===== src/rtl/mem_seq.sv =====
// mem_seq: load/store sequencer in front of the MMU/SRAM stage.
//
// Accepts byte/half/word requests from the core (valid/ready), issues only
// word-aligned single-word accesses downstream (plain read, plain write, or
// read-modify-write for sub-word stores) and returns extracted, zero- or
// sign-extended load data or an error flag over a response handshake.
//
// Ports:
//   CLK, RST              clock, asynchronous active-high reset
//   REQ_*                 core request channel (REQ_READY high only in IDLE)
//   RSP_*                 response channel, held stable until RSP_READY
//   MEM_ADDR/MEM_IN       word address and write data to the MMU
//   MEM_N_OE/MEM_N_WE     active-low read / write strobes, never both low
//   MEM_OUT               read data, valid whenever MEM_N_OE = 0
//   STAT_*                response counters
//
// Optional feature macro: MEM_SEQ_STATS_EN. When defined, STAT_LOADS,
// STAT_STORES and STAT_ERRS count response handshakes and saturate. When
// undefined the counter ports are tied to 0.
//
// state | meaning
// IDLE  | ready for a request; classify and launch on REQ_VALID
// READ  | MEM_N_OE low for one cycle, MEM_OUT captured at the closing edge
// WRITE | MEM_N_WE low for one cycle with the (merged) word on MEM_IN
// RESP  | response presented until RSP_READY
module mem_seq #(
  parameter int MEM_BYTES = 4096,
  parameter int STAT_W    = 16
) (
  input  logic              CLK,
  input  logic              RST,
  input  logic              REQ_VALID,
  output logic              REQ_READY,
  input  logic [31:0]       REQ_ADDR,
  input  logic              REQ_WE,
  input  logic [1:0]        REQ_SIZE,
  input  logic              REQ_SIGNED,
  input  logic [31:0]       REQ_DATA,
  output logic              RSP_VALID,
  input  logic              RSP_READY,
  output logic [31:0]       RSP_DATA,
  output logic              RSP_ERR,
  output logic [31:0]       MEM_ADDR,
  output logic              MEM_N_OE,
  output logic              MEM_N_WE,
  output logic [31:0]       MEM_IN,
  input  logic [31:0]       MEM_OUT,
  output logic [STAT_W-1:0] STAT_LOADS,
  output logic [STAT_W-1:0] STAT_STORES,
  output logic [STAT_W-1:0] STAT_ERRS
);

  typedef enum logic [1:0] {IDLE, READ, WRITE, RESP} state_t;

  state_t      state;
  logic [1:0]  lane;
  logic [1:0]  size;
  logic        we;
  logic        sgn;
  logic [31:0] wdata;
  logic        req_bad;

  always_comb begin
    req_bad = 1'b0;
    if (REQ_SIZE == 2'd3)                          req_bad = 1'b1;
    if (REQ_SIZE == 2'd1 && REQ_ADDR[0])           req_bad = 1'b1;
    if (REQ_SIZE == 2'd2 && REQ_ADDR[1:0] != 2'b0) req_bad = 1'b1;
    if (REQ_ADDR >= 32'(MEM_BYTES))                req_bad = 1'b1;
  end

  // Little-endian lane extraction with optional sign extension.
  function automatic logic [31:0] extract(input logic [31:0] w, input logic [1:0] a,
                                          input logic [1:0] sz, input logic sg);
    logic [7:0]  b;
    logic [15:0] h;
    b = w[{a, 3'b000} +: 8];
    h = a[1] ? w[31:16] : w[15:0];
    case (sz)
      2'd0:    extract = {{24{sg & b[7]}}, b};
      2'd1:    extract = {{16{sg & h[15]}}, h};
      default: extract = w;
    endcase
  endfunction

  // Replace only the addressed lane(s) of the captured word.
  function automatic logic [31:0] merge(input logic [31:0] w, input logic [31:0] d,
                                        input logic [1:0] a, input logic [1:0] sz);
    logic [31:0] r;
    r = w;
    case (sz)
      2'd0: r[{a, 3'b000} +: 8] = d[7:0];
      2'd1: if (a[1]) r[31:16] = d[15:0];
            else      r[15:0]  = d[15:0];
      default: r = d;
    endcase
    merge = r;
  endfunction

  always_ff @(posedge CLK or posedge RST) begin
    if (RST) begin
      state     <= IDLE;
      REQ_READY <= 1'b1;
      RSP_VALID <= 1'b0;
      RSP_DATA  <= 32'h0;
      RSP_ERR   <= 1'b0;
      MEM_ADDR  <= 32'h0;
      MEM_N_OE  <= 1'b1;
      MEM_N_WE  <= 1'b1;
      MEM_IN    <= 32'h0;
      lane      <= 2'b0;
      size      <= 2'b0;
      we        <= 1'b0;
      sgn       <= 1'b0;
      wdata     <= 32'h0;
    end else begin
      case (state)
        IDLE: begin
          if (REQ_VALID) begin
            REQ_READY <= 1'b0;
            lane      <= REQ_ADDR[1:0];
            size      <= REQ_SIZE;
            we        <= REQ_WE;
            sgn       <= REQ_SIGNED;
            wdata     <= REQ_DATA;
            if (req_bad) begin
              state     <= RESP;
              RSP_VALID <= 1'b1;
              RSP_ERR   <= 1'b1;
              RSP_DATA  <= 32'h0;
            end else if (REQ_WE && REQ_SIZE == 2'd2) begin
              state    <= WRITE;
              MEM_ADDR <= {REQ_ADDR[31:2], 2'b00};
              MEM_IN   <= REQ_DATA;
              MEM_N_WE <= 1'b0;
            end else begin
              state    <= READ;
              MEM_ADDR <= {REQ_ADDR[31:2], 2'b00};
              MEM_N_OE <= 1'b0;
            end
          end
        end
        READ: begin
          MEM_N_OE <= 1'b1;
          if (we) begin
            state    <= WRITE;
            MEM_IN   <= merge(MEM_OUT, wdata, lane, size);
            MEM_N_WE <= 1'b0;
          end else begin
            state     <= RESP;
            RSP_VALID <= 1'b1;
            RSP_ERR   <= 1'b0;
            RSP_DATA  <= extract(MEM_OUT, lane, size, sgn);
          end
        end
        WRITE: begin
          MEM_N_WE  <= 1'b1;
          state     <= RESP;
          RSP_VALID <= 1'b1;
          RSP_ERR   <= 1'b0;
          RSP_DATA  <= 32'h0;
        end
        default: begin
          if (RSP_READY) begin
            state     <= IDLE;
            RSP_VALID <= 1'b0;
            REQ_READY <= 1'b1;
          end
        end
      endcase
    end
  end

`ifdef MEM_SEQ_STATS_EN
  logic [STAT_W-1:0] n_loads, n_stores, n_errs;
  logic              rsp_fire;

  assign rsp_fire = (state == RESP) && RSP_READY;

  always_ff @(posedge CLK or posedge RST) begin
    if (RST) begin
      n_loads  <= '0;
      n_stores <= '0;
      n_errs   <= '0;
    end else if (rsp_fire) begin
      if (RSP_ERR) begin
        if (~&n_errs) n_errs <= n_errs + 1'b1;
      end else if (we) begin
        if (~&n_stores) n_stores <= n_stores + 1'b1;
      end else begin
        if (~&n_loads) n_loads <= n_loads + 1'b1;
      end
    end
  end

  assign STAT_LOADS  = n_loads;
  assign STAT_STORES = n_stores;
  assign STAT_ERRS   = n_errs;
`else
  assign STAT_LOADS  = '0;
  assign STAT_STORES = '0;
  assign STAT_ERRS   = '0;
`endif

endmodule


===== config.mk =====
export PLATFORM = sky130hd
export DESIGN_NAME = mem_seq
export DESIGN_NICKNAME = d
export VERILOG_FILES = /design/src/rtl/mem_seq.sv
export SDC_FILE = /design/constraint.sdc
export NUM_CORES = 1
export LEC_CHECK = 0
export ABC_CLOCK_PERIOD_IN_PS = 8150
export BUFFER_PORTS_ARGS = -buffer_cell sky130_fd_sc_hd__buf_2
export CAP_MARGIN = 20
export CORE_ASPECT_RATIO = 0.75
export CORE_UTILIZATION = 44
export CTS_CLUSTER_DIAMETER = 30
export DETAILED_ROUTE_END_ITERATION = 6
export GPL_TIMING_DRIVEN = 0
export HOLD_SLACK_MARGIN = 0.06
export PLACE_DENSITY_LB_ADDON = 0.2
export SYNTH_ARGS = -nofsm -noshare
export SYNTH_HDL_FRONTEND = slang
export SYNTH_SLANG_ARGS = --single-unit

===== constraint.sdc =====
create_clock -name CLK -period 8.15 [get_ports CLK]
set_input_delay 0 -clock CLK [delete_from_list [all_inputs] [get_ports CLK]]
set_output_delay 0 -clock CLK [all_outputs]
set_load 0.01 [all_outputs]

* Yosys cells after proc, flatten, opt, wreduce, memory -nomap -nowiden *
Index checks and enable logic that the tools add are counted.

word-level totals
  register bits = 139
  bits in latches = 0
  bits in writable memories = 0
  bits in read-only memories = 0
  bits of input ports = 104
  output and inout bits = 149
  memories kept = 0

operators by class
  add/subtract/negate cells = 1
  multipliers = 0
  divide/modulo/power cells = 0
  magnitude comparators = 1
  equality and inequality tests = 13
  shift-type cells = 3
  muxes and demuxes = 44
  bitwise gates (word level) = 4
  reduce and logical (&&, ||, !) cells = 20

operators with widths
  kind                                                                     number
  32-bit 2-to-1 mux                                                        7
  32-bit one-hot mux with 2 select lines                                   3
  32-bit one-hot mux with 3 select lines                                   1
  16-bit 2-to-1 mux                                                        3
  32-bit bitwise mux                                                       1
  32-bit by 13-bit >= comparator with 1-bit output, second input constant  1
  8-bit by 7-bit variable shift with 32-bit output, first input constant   1
  32-bit by 6-bit variable part select with 8-bit output                   1
  8-bit by 7-bit variable part select with 32-bit output                   1
  1-bit 2-to-1 mux                                                         19
  2-bit != test, second input constant                                     7
  4-bit AND reduction                                                      3
  5-bit AND reduction                                                      2
  1-bit one-hot mux with 3 select lines                                    3
  2-bit 2-to-1 mux                                                         4
  5-bit negation with 7-bit output                                         1
  2-bit by 1-bit equality test with 1-bit output, second input constant    3
  2-bit equality test, second input constant                               3
  2-bit one-hot mux with 3 select lines                                    1
  3-bit AND reduction                                                      2
  2-bit nonzero test                                                       3
  2-bit logical NOT                                                        2
  1-bit one-hot mux with 2 select lines                                    2
  2-bit AND reduction                                                      2
  other kinds (6)                                                          10

* Logic depth before layout (Yosys ltp) *
  depth after elaboration = 8
  gate-level depth with buffers = 9
  mapped depth without buffers = 7

* Worst setup path after synthesis *
OpenSTA, ideal clock, no wires.

  path type = register to register
  start point = register lane[1]
  end point = register MEM_IN[0]
  setup time = 0.128 ns
  arrival time = 2.390 ns
  data required time = 8.022 ns
  path slack = 5.632 ns
  stages on the path, launching flop included = 9
  buffers on the path = 1
  cells stage by stage = dfrtp_1 clkbuf_1 inv_1 ha_1 and3b_1 a211o_1 a221oi_1 nor2_1 mux2_1

between the ends
  longest elaborated chain between the ends = 6

RTL lines
  what                                                                                                                        line  RTL
  from (decl)                                                                                                                 56    logic [1:0] lane;
  from (signal assigned)                                                                                                      120   lane <= REQ_ADDR[1:0];
  5-bit negation with 7-bit output                                                                                            91    2'd0: r[{a, 3'b000} +: 8] = d[7:0];
  8-bit by 7-bit variable part select with 32-bit output or 8-bit by 7-bit variable shift with 32-bit output (tied branches)  91
  32-bit bitwise mux                                                                                                          91
  32-bit one-hot mux with 2 select lines *                                                                                    90    case (sz)
  32-bit 2-to-1 mux *                                                                                                         144   if (we) begin
  32-bit one-hot mux with 2 select lines *                                                                                    116   case (state)
  to (signal assigned)                                                                                                        146   MEM_IN <= merge(MEM_OUT, wdata, lane, size);
  to (decl)                                                                                                                   46    output logic [31:0] MEM_IN,

Mark *: on every way between the ends. The rest lies on a longest branch, timed or not. The select of a mux whose other input is x is not followed.
A chain may end at the register's enable or synchronous reset.

* Final worst setup path *
  start point = register lane[1]
  end point = register MEM_IN[1]

Same word-level chain as after synthesis.

==> metrics.txt <==
first-iteration detailed-routing DRC count=553; clock-pin slew on the worst setup and hold paths=0.07 ns; kind of end point of the critical path=flip-flop; Die Wd=153 um; vias after detailed routing=6,934; ant diodes=0; total wire length=24,600 um; arrival time of the worst setup path=3.70 ns; Rel. slew slack=0.358; Total Routing Usage GR=0.285; worst clock skew=0.00946 ns; worst-case setup margin in the final layout=4.77 ns; fraction of final layout cells with drive strength greater than 1=0.350; worst hold stages=3; pre-CTS WS=4.95 ns; Max Cap Viol=0; antenna violations before repair=0; proportion of power drawn by combinational gates=0.464; worst reg-to-reg path cell count=8; largest net degree at the start of global routing=90; type of the worst min-delay path=in -> reg; Core ar.=0.0168 sq mm; required time of the critical path=8.47 ns; area of the die=0.0177 sq mm; Critical Path Fanout Max=10; critical path class=reg -> reg; CTS tree=done; RSZ-0062 raised after global routing=false; Rows=41; RePlAce Congestion=0.940; P&R area growth vs syn=39.2%; effective utilization at floorplan=0.449; die height=115 um; sequential fraction of the synthesis area=0.461; DP Wirelength=17,900 um; number of enable flip-flop cells after synthesis=0; minimum clock period=3.38 ns; Power Density=368 mW/mm^2; netlist area before placement=0.00755 sq mm; Bufs on Longest Clock Path=2; share of the clock period used by the worst path after layout=0.415; dominant register cell in the synthesized netlist=sky130_fd_sc_hd__dfrtp_1; number of buffers added for setup after CTS=0; Pre-antenna DRT Iters=6; post-placement cell area=0.00905 sq mm; Fmax=296 MHz; number of filler instances in the final layout=1,438; Clock Latency Late Sink=0.43 ns; number of buffers created by CTS=17; number of distinct standard cells referenced by the synthesized netlist=56; number of levels the H-tree was split into=4; average cell area after synthesis=10.6 sq um; cell count after synthesis=715; net switching power=1.51 mW; post-route cell area=0.0105 sq mm; LEAKAGE=5.18 nW; synthesis-stage register bit count=139; Final TNS setup=0 ns; measured slew at the worst slew-check pin=0.954 ns; async set or reset register ratio after synthesis=1.00; cell internal pwr=2.36 mW; Worst VDD drop=0.198 mV; run status=finished, final reports clean; number of antenna-violating nets in the routed design=0; kind of start point of the critical path=flip-flop; post-route DRC violation count=0; Total Nets Final=1,174; root buffer cell=sky130_fd_sc_hd__clkbuf_16; average wire length per cell after detail routing=19.1 um; first-pass GRT wire length=37,300 um; Ports=253; share of power burned in registers=0.291; number of synthesis warnings=0; GRT Residual Overflow=0; vias in the first global route=6,555; switching fraction of total power=0.391; Port Buffer Count=202; number of pins exceeding their max-slew limit in the final report=0; via/cell ratio=5.38; Clock Sinks=139; endpoints failing hold=0; clock network fraction of design power=0.245; endpoints failing setup=0
[repair_timing]
item                      CTS  global route
hold endpoints to repair  153             0
gates resized for setup     0             0
hold buffers               75             0
[cell usage after synthesis, types with 12 or more instances]
library cell	count	area (sq um)
sky130_fd_sc_hd__mux2i_1	17	170
sky130_fd_sc_hd__nand2_1	25	93.8
sky130_fd_sc_hd__clkbuf_1	31	116
sky130_fd_sc_hd__nor2b_1	26	163
sky130_fd_sc_hd__inv_1	42	158
sky130_fd_sc_hd__o21ai_0	19	95.1
sky130_fd_sc_hd__a32o_1	16	160
sky130_fd_sc_hd__buf_4	52	390
sky130_fd_sc_hd__a221o_1	16	160
sky130_fd_sc_hd__o22ai_1	15	93.8
sky130_fd_sc_hd__mux2_2	60	676
sky130_fd_sc_hd__dfrtp_1	136	3400
sky130_fd_sc_hd__nor2_1	71	267
sky130_fd_sc_hd__nor3_1	12	60.1
sky130_fd_sc_hd__a21oi_1	37	185
[path summary, 6_finish.rpt]
kind / from / to / slack, ns
worst max register to register: lane[1] / MEM_IN[1] / 4.77
worst max-delay path: lane[1] / MEM_IN[1] / 4.77
worst min-delay path: MEM_OUT[26] / RSP_DATA[26] / 0.08
worst min register to register: MEM_IN[3] / MEM_IN[3] / 0.49
min in group asynchronous: RST / MEM_IN[16] / 0.17
max in group asynchronous: RST / MEM_IN[31] / 7.15
[state kept, by name (all words and copies together), names as in the netlist]
register,count
RSP_VALID,1
REQ_READY,1
we,1
RSP_DATA,32
size,2
MEM_IN,32
MEM_N_WE,1
MEM_N_OE,1
state,2
wdata,32
MEM_ADDR,30
sgn,1
RSP_ERR,1
lane,2
[kinds of logic after synthesis]
kind of cell / count (synthesis) / share of synthesized area
AO/OA/AOI/OAI: 144 / 0.141
adder cells (fa/ha/maj): 9 / 0.0149
buffers and inverters: 138 / 0.0952
flip-flops: 139 / 0.461
multiplexers: 100 / 0.162
other: 1 / 0.000496
AND/OR/NAND/NOR: 184 / 0.125
[per-stage QoR]
| stage | util | power, mW | hold slack (ns) | instances |
|---|---|---|---|---|
| 6_report | 0.625 | 3.87 | 0.0766 | 1288 |
| 5_1_grt | 0.625 | 4.09 | 0.0726 | 1288 |
| 4_1_cts | 0.625 | 3.84 | 0.0659 | 1288 |
| 3_5_place_dp | 0.538 | 2.85 | 0.0754 | 1182 |
| 3_3_place_gp | 0.536 | 2.83 | 0.231 | 1181 |
| 2_1_floorplan | - | 2.28 | 0.0681 | 764 |
[layer usage]
layer  up-vias  track usage  wire (um)
met3        44       0.0965       2770
li1       3164            -          -
met4         0       0.0862        511
met5         -            0          0
met2       419        0.425      10600
met1      3307        0.393      10700
[worst max-delay path, stage by stage (launching register included)]
cell	delay, ns
sky130_fd_sc_hd__dfrtp_1	0.55
sky130_fd_sc_hd__clkbuf_1	0.52
sky130_fd_sc_hd__inv_1	0.20
sky130_fd_sc_hd__ha_1	0.39
sky130_fd_sc_hd__and3b_1	0.19
sky130_fd_sc_hd__a211o_1	0.41
sky130_fd_sc_hd__a221oi_1	0.61
sky130_fd_sc_hd__nor2_1	0.10
sky130_fd_sc_hd__mux2_1	0.29
[cell usage in the layout, fill, tap and decap left out, drive strengths merged, types with 8 or more instances in the layout]
| cell | count |
|---|---|
| o21ai | 20 |
| clkbuf | 51 |
| nor3 | 13 |
| nor2b | 26 |
| nor2 | 71 |
| a32o | 16 |
| dfrtp | 136 |
| dlygate4sd3 | 75 |
| nand2 | 25 |
| mux2 | 74 |
| buf | 267 |
| o311ai | 9 |
| mux2i | 17 |
| nor4 | 8 |
| a31oi | 9 |
| inv | 42 |
| mux4 | 9 |
| a221o | 16 |
| o22ai | 15 |
| conb | 50 |
| ha | 9 |
| bufinv | 8 |
| a21oi | 37 |
| a221oi | 8 |
| nor3b | 9 |
[final cells by class]
class / instances / area [sq um] / share of cell area
clock buffers: 20 / 447 / 0.0425
repair buffers: 278 / 1790 / 0.170
well taps: 215 / 269 / 0.0256
multi-input cells: 487 / 3540 / 0.336
clock inverters: 11 / 265 / 0.0252
flip-flops and latches: 139 / 3480 / 0.331
plain buffers: 95 / 558 / 0.0531
inverters: 43 / 166 / 0.0158
[power groups by stage]
stage / clock (mW) / combinational, mW / sequential (mW)
4_1_cts: 0.957 / 1.76 / 1.12
5_1_grt: 0.990 / 1.95 / 1.15
3_3_place_gp: 0 / 1.70 / 1.12
6_report: 0.948 / 1.80 / 1.13
2_1_floorplan: 0 / 1.13 / 1.15
3_5_place_dp: 0 / 1.72 / 1.13
Power figures use the tool's default switching activity.
